<file path="config.mk">
export PLATFORM = sky130hd
export DESIGN_NAME = fetch_prefetch_buffer_flat
export DESIGN_NICKNAME = d
export VERILOG_FILES = /design/src/rtl/fetch_prefetch_buffer_pkg.sv /design/src/rtl/fetch_prefetch_buffer_if.sv /design/src/rtl/fetch_prefetch_buffer_fifo_mem.sv /design/src/rtl/fetch_prefetch_buffer.sv /design/src/flat_wrapper.sv
export SDC_FILE = /design/constraint.sdc
export NUM_CORES = 1
export LEC_CHECK = 0
export ABC_AREA = 1
export ABC_CLOCK_PERIOD_IN_PS = 3700
export CORE_UTILIZATION = 55
export CTS_CLUSTER_SIZE = 12
export DETAILED_ROUTE_END_ITERATION = 6
export PLACE_DENSITY_LB_ADDON = 0.15
export SKIP_CTS_REPAIR_TIMING = 1
export SYNTH_ARGS = -nofsm -noshare
export SYNTH_HDL_FRONTEND = slang
export SYNTH_SLANG_ARGS = --single-unit
</file>
<file path="constraint.sdc">
create_clock -name clk -period 3.7 [get_ports clk]
set_clock_uncertainty 0.05 [all_clocks]
set_input_delay 1.11 -clock clk [delete_from_list [all_inputs] [get_ports clk]]
set_output_delay 1.11 -clock clk [all_outputs]
set_load 0.02 [all_outputs]
</file>
<file path="src/rtl/fetch_prefetch_buffer_pkg.sv">
// Shared types and constants for the fetch prefetch buffer.
// Entry layout, PC step and bubble instruction.
package fetch_prefetch_buffer_pkg;

  localparam logic [31:0] PC_INC    = 32'd4;
  localparam logic [31:0] NOP_INSTR = 32'b0;
  localparam int          DEF_DEPTH = 4;

  typedef struct packed {
    logic [31:0] instr;
    logic [31:0] pc4;
  } fetch_entry_t;

endpackage

</file>
<file path="src/rtl/fetch_prefetch_buffer_if.sv">
// Fetch bus: imem port, control from the pipeline,
// and the head-entry view presented to the IF/ID latch.
interface fetch_prefetch_buffer_if
  import fetch_prefetch_buffer_pkg::*;
#(
  parameter int DEPTH = DEF_DEPTH
) ();

  logic [31:0]            imem_adr;
  logic [31:0]            imem_data;
  logic                   stall;
  logic                   redirect;
  logic [31:0]            redirect_pc;
  logic [31:0]            instruction_IF;
  logic [31:0]            pc_adder_IF;
  logic                   valid_IF;
  logic [$clog2(DEPTH):0] count;

  modport master (
    output imem_data,
    output stall,
    output redirect,
    output redirect_pc,
    input  imem_adr,
    input  instruction_IF,
    input  pc_adder_IF,
    input  valid_IF,
    input  count
  );

  modport slave (
    input  imem_data,
    input  stall,
    input  redirect,
    input  redirect_pc,
    output imem_adr,
    output instruction_IF,
    output pc_adder_IF,
    output valid_IF,
    output count
  );

endinterface

</file>
<file path="src/rtl/fetch_prefetch_buffer_fifo_mem.sv">
// Circular entry store with natural-wrap pointers.
// Flush clears pointers and occupancy; entries are left as-is.
module prefetch_fifo_mem
  import fetch_prefetch_buffer_pkg::*;
#(
  parameter  int DEPTH = DEF_DEPTH,
  localparam int AW    = $clog2(DEPTH),
  localparam int CW    = AW + 1
) (
  input  logic         clk,
  input  logic         rst,
  input  logic         push_i,
  input  logic         pop_i,
  input  logic         flush_i,
  input  fetch_entry_t wdata_i,
  output fetch_entry_t head_o,
  output logic [CW-1:0] count_o
);

  fetch_entry_t  mem_q [DEPTH];
  logic [AW-1:0] wr_ptr_q, wr_ptr_d;
  logic [AW-1:0] rd_ptr_q, rd_ptr_d;
  logic [CW-1:0] count_q, count_d;

  // Next pointers/occupancy; flush wins over push/pop
  always_comb begin
    wr_ptr_d = wr_ptr_q;
    rd_ptr_d = rd_ptr_q;
    count_d  = count_q;
    if (flush_i) begin
      wr_ptr_d = '0;
      rd_ptr_d = '0;
      count_d  = '0;
    end else begin
      if (push_i) wr_ptr_d = wr_ptr_q + 1'b1;
      if (pop_i)  rd_ptr_d = rd_ptr_q + 1'b1;
      count_d = count_q + CW'(push_i) - CW'(pop_i);
    end
  end

  // Pointer and occupancy registers
  always_ff @(posedge clk or negedge rst) begin
    if (!rst) begin
      wr_ptr_q <= '0;
      rd_ptr_q <= '0;
      count_q  <= '0;
    end else begin
      wr_ptr_q <= wr_ptr_d;
      rd_ptr_q <= rd_ptr_d;
      count_q  <= count_d;
    end
  end

  // Entry storage, deliberately not reset
  always_ff @(posedge clk) begin
    if (push_i && !flush_i) mem_q[wr_ptr_q] <= wdata_i;
  end

  assign head_o  = mem_q[rd_ptr_q];
  assign count_o = count_q;

endmodule

</file>
<file path="src/rtl/fetch_prefetch_buffer.sv">
// Fetch stage: owns fetch PC, fills the prefetch FIFO
// while decode stalls, flushes on redirect.
module fetch_prefetch_buffer
  import fetch_prefetch_buffer_pkg::*;
#(
  parameter int          DEPTH    = DEF_DEPTH,
  parameter logic [31:0] RESET_PC = 32'h0000_0000
) (
  input logic                    clk,
  input logic                    rst,
  fetch_prefetch_buffer_if.slave bus
);

  localparam int CW = $clog2(DEPTH) + 1;

  logic [31:0]   fetch_pc_q, fetch_pc_d;
  logic [31:0]   next_pc;
  logic          push, pop, not_empty;
  logic [CW-1:0] count;
  fetch_entry_t  head, wdata;

  assign next_pc   = fetch_pc_q + PC_INC;
  assign not_empty = (count != '0);
  assign pop       = not_empty & ~bus.stall & ~bus.redirect;
  assign push      = ~bus.redirect & ((count < CW'(DEPTH)) | pop);
  assign wdata     = '{instr: bus.imem_data, pc4: next_pc};

  prefetch_fifo_mem #(.DEPTH(DEPTH)) u_fifo (
    .clk     (clk),
    .rst     (rst),
    .push_i  (push),
    .pop_i   (pop),
    .flush_i (bus.redirect),
    .wdata_i (wdata),
    .head_o  (head),
    .count_o (count)
  );

  // Fetch PC: redirect target, else advance on each push
  always_comb begin
    fetch_pc_d = fetch_pc_q;
    if (bus.redirect)  fetch_pc_d = bus.redirect_pc;
    else if (push)     fetch_pc_d = next_pc;
  end

  // Fetch PC register
  always_ff @(posedge clk or negedge rst) begin
    if (!rst) fetch_pc_q <= RESET_PC;
    else      fetch_pc_q <= fetch_pc_d;
  end

  // Head view; bubble when empty so IF/ID loads a NOP
  always_comb begin
    bus.instruction_IF = NOP_INSTR;
    bus.pc_adder_IF    = '0;
    bus.valid_IF       = 1'b0;
    if (not_empty) begin
      bus.instruction_IF = head.instr;
      bus.pc_adder_IF    = head.pc4;
      bus.valid_IF       = 1'b1;
    end
  end

  assign bus.imem_adr = fetch_pc_q;
  assign bus.count    = count;

endmodule

</file>
<file path="src/flat_wrapper.sv">
// flat-port wrapper written by rule: the top's interface ports become plain ports
module fetch_prefetch_buffer_flat import fetch_prefetch_buffer_pkg::*;
#(
  parameter int          DEPTH    = DEF_DEPTH,
  parameter logic [31:0] RESET_PC = 32'h0000_0000
)
  (clk, rst, bus_imem_data, bus_stall, bus_redirect, bus_redirect_pc, bus_imem_adr, bus_instruction_IF, bus_pc_adder_IF, bus_valid_IF, bus_count);
  fetch_prefetch_buffer_if #(.DEPTH(DEPTH)) bus_i ();
  input logic clk;
  input logic rst;
  input wire logic [$bits(bus_i.imem_data)-1:0] bus_imem_data;
  input wire logic [$bits(bus_i.stall)-1:0] bus_stall;
  input wire logic [$bits(bus_i.redirect)-1:0] bus_redirect;
  input wire logic [$bits(bus_i.redirect_pc)-1:0] bus_redirect_pc;
  output wire logic [$bits(bus_i.imem_adr)-1:0] bus_imem_adr;
  output wire logic [$bits(bus_i.instruction_IF)-1:0] bus_instruction_IF;
  output wire logic [$bits(bus_i.pc_adder_IF)-1:0] bus_pc_adder_IF;
  output wire logic [$bits(bus_i.valid_IF)-1:0] bus_valid_IF;
  output wire logic [$bits(bus_i.count)-1:0] bus_count;
  assign bus_i.imem_data = bus_imem_data;
  assign bus_i.stall = bus_stall;
  assign bus_i.redirect = bus_redirect;
  assign bus_i.redirect_pc = bus_redirect_pc;
  assign bus_imem_adr = bus_i.imem_adr;
  assign bus_instruction_IF = bus_i.instruction_IF;
  assign bus_pc_adder_IF = bus_i.pc_adder_IF;
  assign bus_valid_IF = bus_i.valid_IF;
  assign bus_count = bus_i.count;
  fetch_prefetch_buffer #(.DEPTH(DEPTH), .RESET_PC(RESET_PC)) u_core (.clk(clk), .rst(rst), .bus(bus_i));
endmodule
</file>
# Yosys cells after proc, flatten, opt, wreduce, memory -nomap -nowiden
# Memory sizes are Yosys's and may differ from the RTL's.
# Index checks and enable logic that the tools add are counted.
# totals
register_bits	39
ramBits	256
in_bits	68
output_inout_bits	100
elab_cells	34
mem_count	1
# memory_table
memory	depth	word_bits	rd	rd_clocked_by_memory_dff	wr	line_no	text
u_core.u_fifo.mem_q	4	64	1	0	1	fetch_prefetch_buffer_fifo_mem.sv:20	fetch_entry_t mem_q [DEPTH];
# classes
n_addsub	5
n_lt_le_gt_ge	1
n_mux	12
n_bitwise	6
reduce_logical	5
# ops
op	count
two-way mux 32 bit	4
adder 32 x 3 -> 32 bit, second input constant	1
two-way mux 2 bit	4
adder 2 x 1 -> 2 bit, second input constant	2
nonzero test 2 bit	2
adder 3 x 1 -> 3 bit	1
bitwise AND 1 bit	3
< comparator 3 bit, second input constant	1
two-way mux 1 bit	3
two-way mux 3 bit	1
nonzero test 3 bit	1
subtractor 3 x 1 -> 3 bit	1
NOT 1 bit	2
logical AND 1 bit	1
zero test 1 bit	1
OR 1 bit	1

# Logic depth before layout (Yosys ltp)
# logic_depth
ltp_word	8
mapped_depth	12

# By module
# From an unflattened synthesis, not the netlist that was laid out.
# unflattened
hier_cells	1300
area_unflattened_um2	13538.0
# modules_own_cells
module	n_inst	cells_per_inst	area_per_inst_um2	seq_area_each_um2
prefetch_fifo_mem	1	799	10654.0	7862.5
fetch_prefetch_buffer	1	501	2884.0	800.8

# Least setup slack after synthesis
# No wires, ideal clock.
# synth_path
path_type	in2reg
startpoint	input bus_redirect
endpoint	memory u_core.u_fifo.mem_q[0][0] (netlist bit), enable pin
setup_ns	0.418
arrival_time_ns	3.063
required_time_ns	3.232
setup_slack_ns	0.169
cell_stages	7
path_cell_list	buf_2 > inv_4 > o21ai_1 > inv_1 > buf_2 > nand2_1 > inv_1
# synth_via
elab_chain_len	7
elab_cells_between_ends	8
classes_between	2 x mux; 4 x bitwise; 2 x reduce/logical
# synth_lines
element	line_no	text
start: declaration	flat_wrapper.sv:13	input wire logic [$bits(bus_i.redirect)-1:0] bus_redirect;
NOT 1 bit	fetch_prefetch_buffer.sv:24, fetch_prefetch_buffer.sv:25	
bitwise AND 1 bit	fetch_prefetch_buffer.sv:24	assign pop = not_empty & ~bus.stall & ~bus.redirect;
OR 1 bit	fetch_prefetch_buffer.sv:25	assign push = ~bus.redirect & ((count < CW'(DEPTH)) | pop);
bitwise AND 1 bit	fetch_prefetch_buffer.sv:25	
logical AND 1 bit (*)	fetch_prefetch_buffer_fifo_mem.sv:56	if (push_i && !flush_i) mem_q[wr_ptr_q] <= wdata_i;
two-way mux 1 bit (*)	fetch_prefetch_buffer_fifo_mem.sv:56	
two-way mux 1 bit (not written as such) (*)	fetch_prefetch_buffer_fifo_mem.sv:56	
end: declaration	fetch_prefetch_buffer_fifo_mem.sv:20	
# Every way passes the cells marked *; elsewhere a longest branch is shown, timed or not.

# Final worst setup path
# layout_path
startpoint	register u_core.u_fifo.rd_ptr_q[0]
endpoint	output bus_pc_adder_IF[7]
# layout_via
elab_chain_len	2
# layout_lines
element	line_no	text
start: declaration	fetch_prefetch_buffer_fifo_mem.sv:22	logic [AW-1:0] rd_ptr_q, rd_ptr_d;
start signal: assignment	fetch_prefetch_buffer_fifo_mem.sv:49	rd_ptr_q <= rd_ptr_d;
memory read (4 x 64 bit)	n/a	
two-way mux 32 bit	fetch_prefetch_buffer.sv:57	if (not_empty) begin
end: declaration	flat_wrapper.sv:17	output wire logic [$bits(bus_i.pc_adder_IF)-1:0] bus_pc_adder_IF;
# Every way passes these cells.

==> impl_metrics.ini <==
[floorplanning]
die_area_um2 = 23800
rows = 55
die_h_um = 154
initial_core_util = 0.562
fp.coreArea_um2 = 22700
fp.dieW_um = 154
boundaryPins = 168

[setup_path]
cp_cell_sequence = clkinv_2 -> buf_12 -> o21ai_0 -> a21oi_1 -> clkdlybuf4s50_1
cp_data_arrival_time_ns = 2.48
required_ns = 2.54
crit_fanout = 43
end_kind = primary output
path_depth = 5
slowest_stage = clkdlybuf4s50_1
slowest_delay_ns = 0.63
rr_worst_depth = 13
critPathBufInv = 3
cpLargestDelayFamily = buffers and inverters
crit_type = register to primary output
startpoint_type = register

[power_and_ir_drop]
ir_drop_uv = 395
power_leakage_uw = 0.00651
p_total_uw = 11000
powerDensity_nw_per_um2 = 690

[synthesis]
synth_top_area_cell = edfxtp_1
synth_warnings = 0
ys_types = 36
ys_top_cells_by_area = edfxtp_1 60%, nor2_1 8.6%, dfrtp_1 7.6%
avgSynthCellArea_um2 = 10.9
ys_seq_area_frac = 0.679
yosys-top-cells-count = 293 x nor2_1, 256 x edfxtp_1, 166 x nand2_1
synthFlopType = edfxtp_1
ys_ff_latch = 295
ys_async_sr_fraction = 0.132
synth_top_area_frac = 0.602
synth_edf_count = 256
synth_area_um2 = 12800
synth_cells = 1175
synth_most_common_cell = nor2_1
synth_nets = 1251

[finish]
multi_input_area_um2 = 3600
design_area_um2 = 15900
synthToLayoutAreaGrowth_pct = 24.5
fillers = 1596
nNetsFinal = 1424
post_route_cells_drive_above_1_share = 0.0818
stdcell_count = 1656
ff_latch_area_um2 = 8670

[timing]
hold_violations = 0
period_minus_slack_ns = 3.64
setup_violations = 0
rsz0062_at_grt = yes
tightest_slew_ns = 0.981
worst_hold_slack_ns = 0.502
setup_tns_ns = 0
max_slew_margin = 0.346
slew_violations = 0
fmax_mhz = 275
finalCritPeriodShare = 0.984

[global_route]
grt_usage = 0.250
grt_pass1_wl_um = 45900
grt.overflow.total = 0
grt_max_degree = 87
antenna_found_initial = 1
grt_pass1_vias = 8468

[clock_tree]
clockBufferDepth = 3
cts_root_buffer = clkbuf_16
clock_sinks = 295
cts_made_buffers = 29
clk_latency_ns = 0.53
htree_levels = 1
cts_tree = built
clk_pin_slew_ns = 0.06

[routing]
wl_um = 29900
drc = 0
drtIter0Drc = 629
post_drt_wl_per_cell_um = 18.0
via_per_inst = 5.43
detail-route-antenna-nets = 0
dr.pass1.iters = 7
vias = 8984

[placement]
dpl_cell_area_um2 = 14900
portBuffers = 167
place.gp.congestion = 0.893
hpwl_um = 18600
dp_cells = 1594

[run]
drv_cap = 0

[outcome]
status = completed

[worst_hold_path]
min_path_cells = 0
hold_class = register to register
-- worst reg2reg max path, delay by kind of cell, from the launching register on --
| kind | cells | cell delay (ns) |
|---|---|---|
| buf+inv | 4 | 0.45 |
| simple gates | 6 | 0.97 |
| fa+ha+maj | 3 | 0.82 |
| flops | 1 | 0.44 |
-- path summary, 6_finish.rpt --
check | startpoint | to | slack, ns
setup / recovery | u_core.u_fifo.rd_ptr_q[0] | bus_pc_adder_IF[7] | 0.06
hold / removal | u_core.bus.imem_adr[0] | u_core.u_fifo.mem_q[0][0] | 0.50
setup reg to reg | u_core.u_fifo.count_o[2] | u_core.u_fifo.count_o[2] | 0.88
hold reg to reg | u_core.bus.imem_adr[0] | u_core.u_fifo.mem_q[0][0] | 0.50
max in group asynchronous | rst | u_core.u_fifo.rd_ptr_q[1] | 2.18
min in group asynchronous | rst | u_core.bus.imem_adr[28] | 0.68
-- cell families after synthesis --
family / share of synthesized area
adders and majority gates: 0.00843
buffers and inverters: 0.0398
xor gates and xnor gates: 0.0144
AOI/OAI and AO/OA: 0.0903
and+or+nand+nor: 0.168
DFF: 0.679
-- stage by stage --
| stage | setup WS [ns] | util |
|---|---|---|
| finish | 0.0604 | 0.700 |
| CTS | -0.168 | 0.690 |
| global placement | 0.437 | 0.654 |
| global route | -0.0296 | 0.700 |
| floorplan | 0.169 | - |
| detailed placement | 0.363 | 0.654 |
-- final cells by class --
class / count / share of cell area
well taps: 285 / 0.0224
clock inverters: 3 / 0.000788
diodes: 1 / 0.000158
multi-input cells: 757 / 0.226
flip-flops and latches: 295 / 0.546
clock buffers: 50 / 0.0506
repair buffers: 202 / 0.139
inverters: 63 / 0.0153
-- where the power goes --
| part | switching (uW) | internal, uW | total (uW) |
|---|---|---|---|
| registers | 230 | 4140 | 4370 |
| logic | 2440 | 1570 | 4000 |
| clock network | 1130 | 1460 | 2590 |
-- cells in the final DEF (no fill, tap or decap), drive strengths merged --
| master | n |
|---|---|
| clkbuf | 51 |
| edfxtp | 256 |
| a21oi | 67 |
| clkdlybuf4s50 | 123 |
| xor2 | 12 |
| o21ai | 144 |
| o22ai | 1 |
| dfrtp | 39 |
| and3 | 1 |
| o211ai | 1 |
| nor2 | 307 |
| nand2 | 176 |
| fa | 1 |
| or2 | 1 |
| diode | 1 |
| a31oi | 2 |
| dlymetal6s2s | 43 |
| ha | 7 |
| nor3 | 1 |
| xnor2 | 3 |
| clkinv | 4 |
| and2 | 3 |
| inv | 62 |
| a22o | 8 |
| buf | 35 |
| nand3 | 22 |
-- routing by layer --
metal,GRT usage,share of wire
met3,0.0331,0.067
met5,0,0
met1,0.348,0.43
met4,0.0669,0.021
met2,0.418,0.48
-- flip-flops by register name (all words and copies together), names as in the netlist --
signal / flops
u_core.bus.imem_adr: 32
u_core.u_fifo.rd_ptr_q: 2
u_core.u_fifo.mem_q: 256
u_core.u_fifo.count_o: 3
u_core.u_fifo.wr_ptr_q: 2
Power figures use the tool's default switching activity.
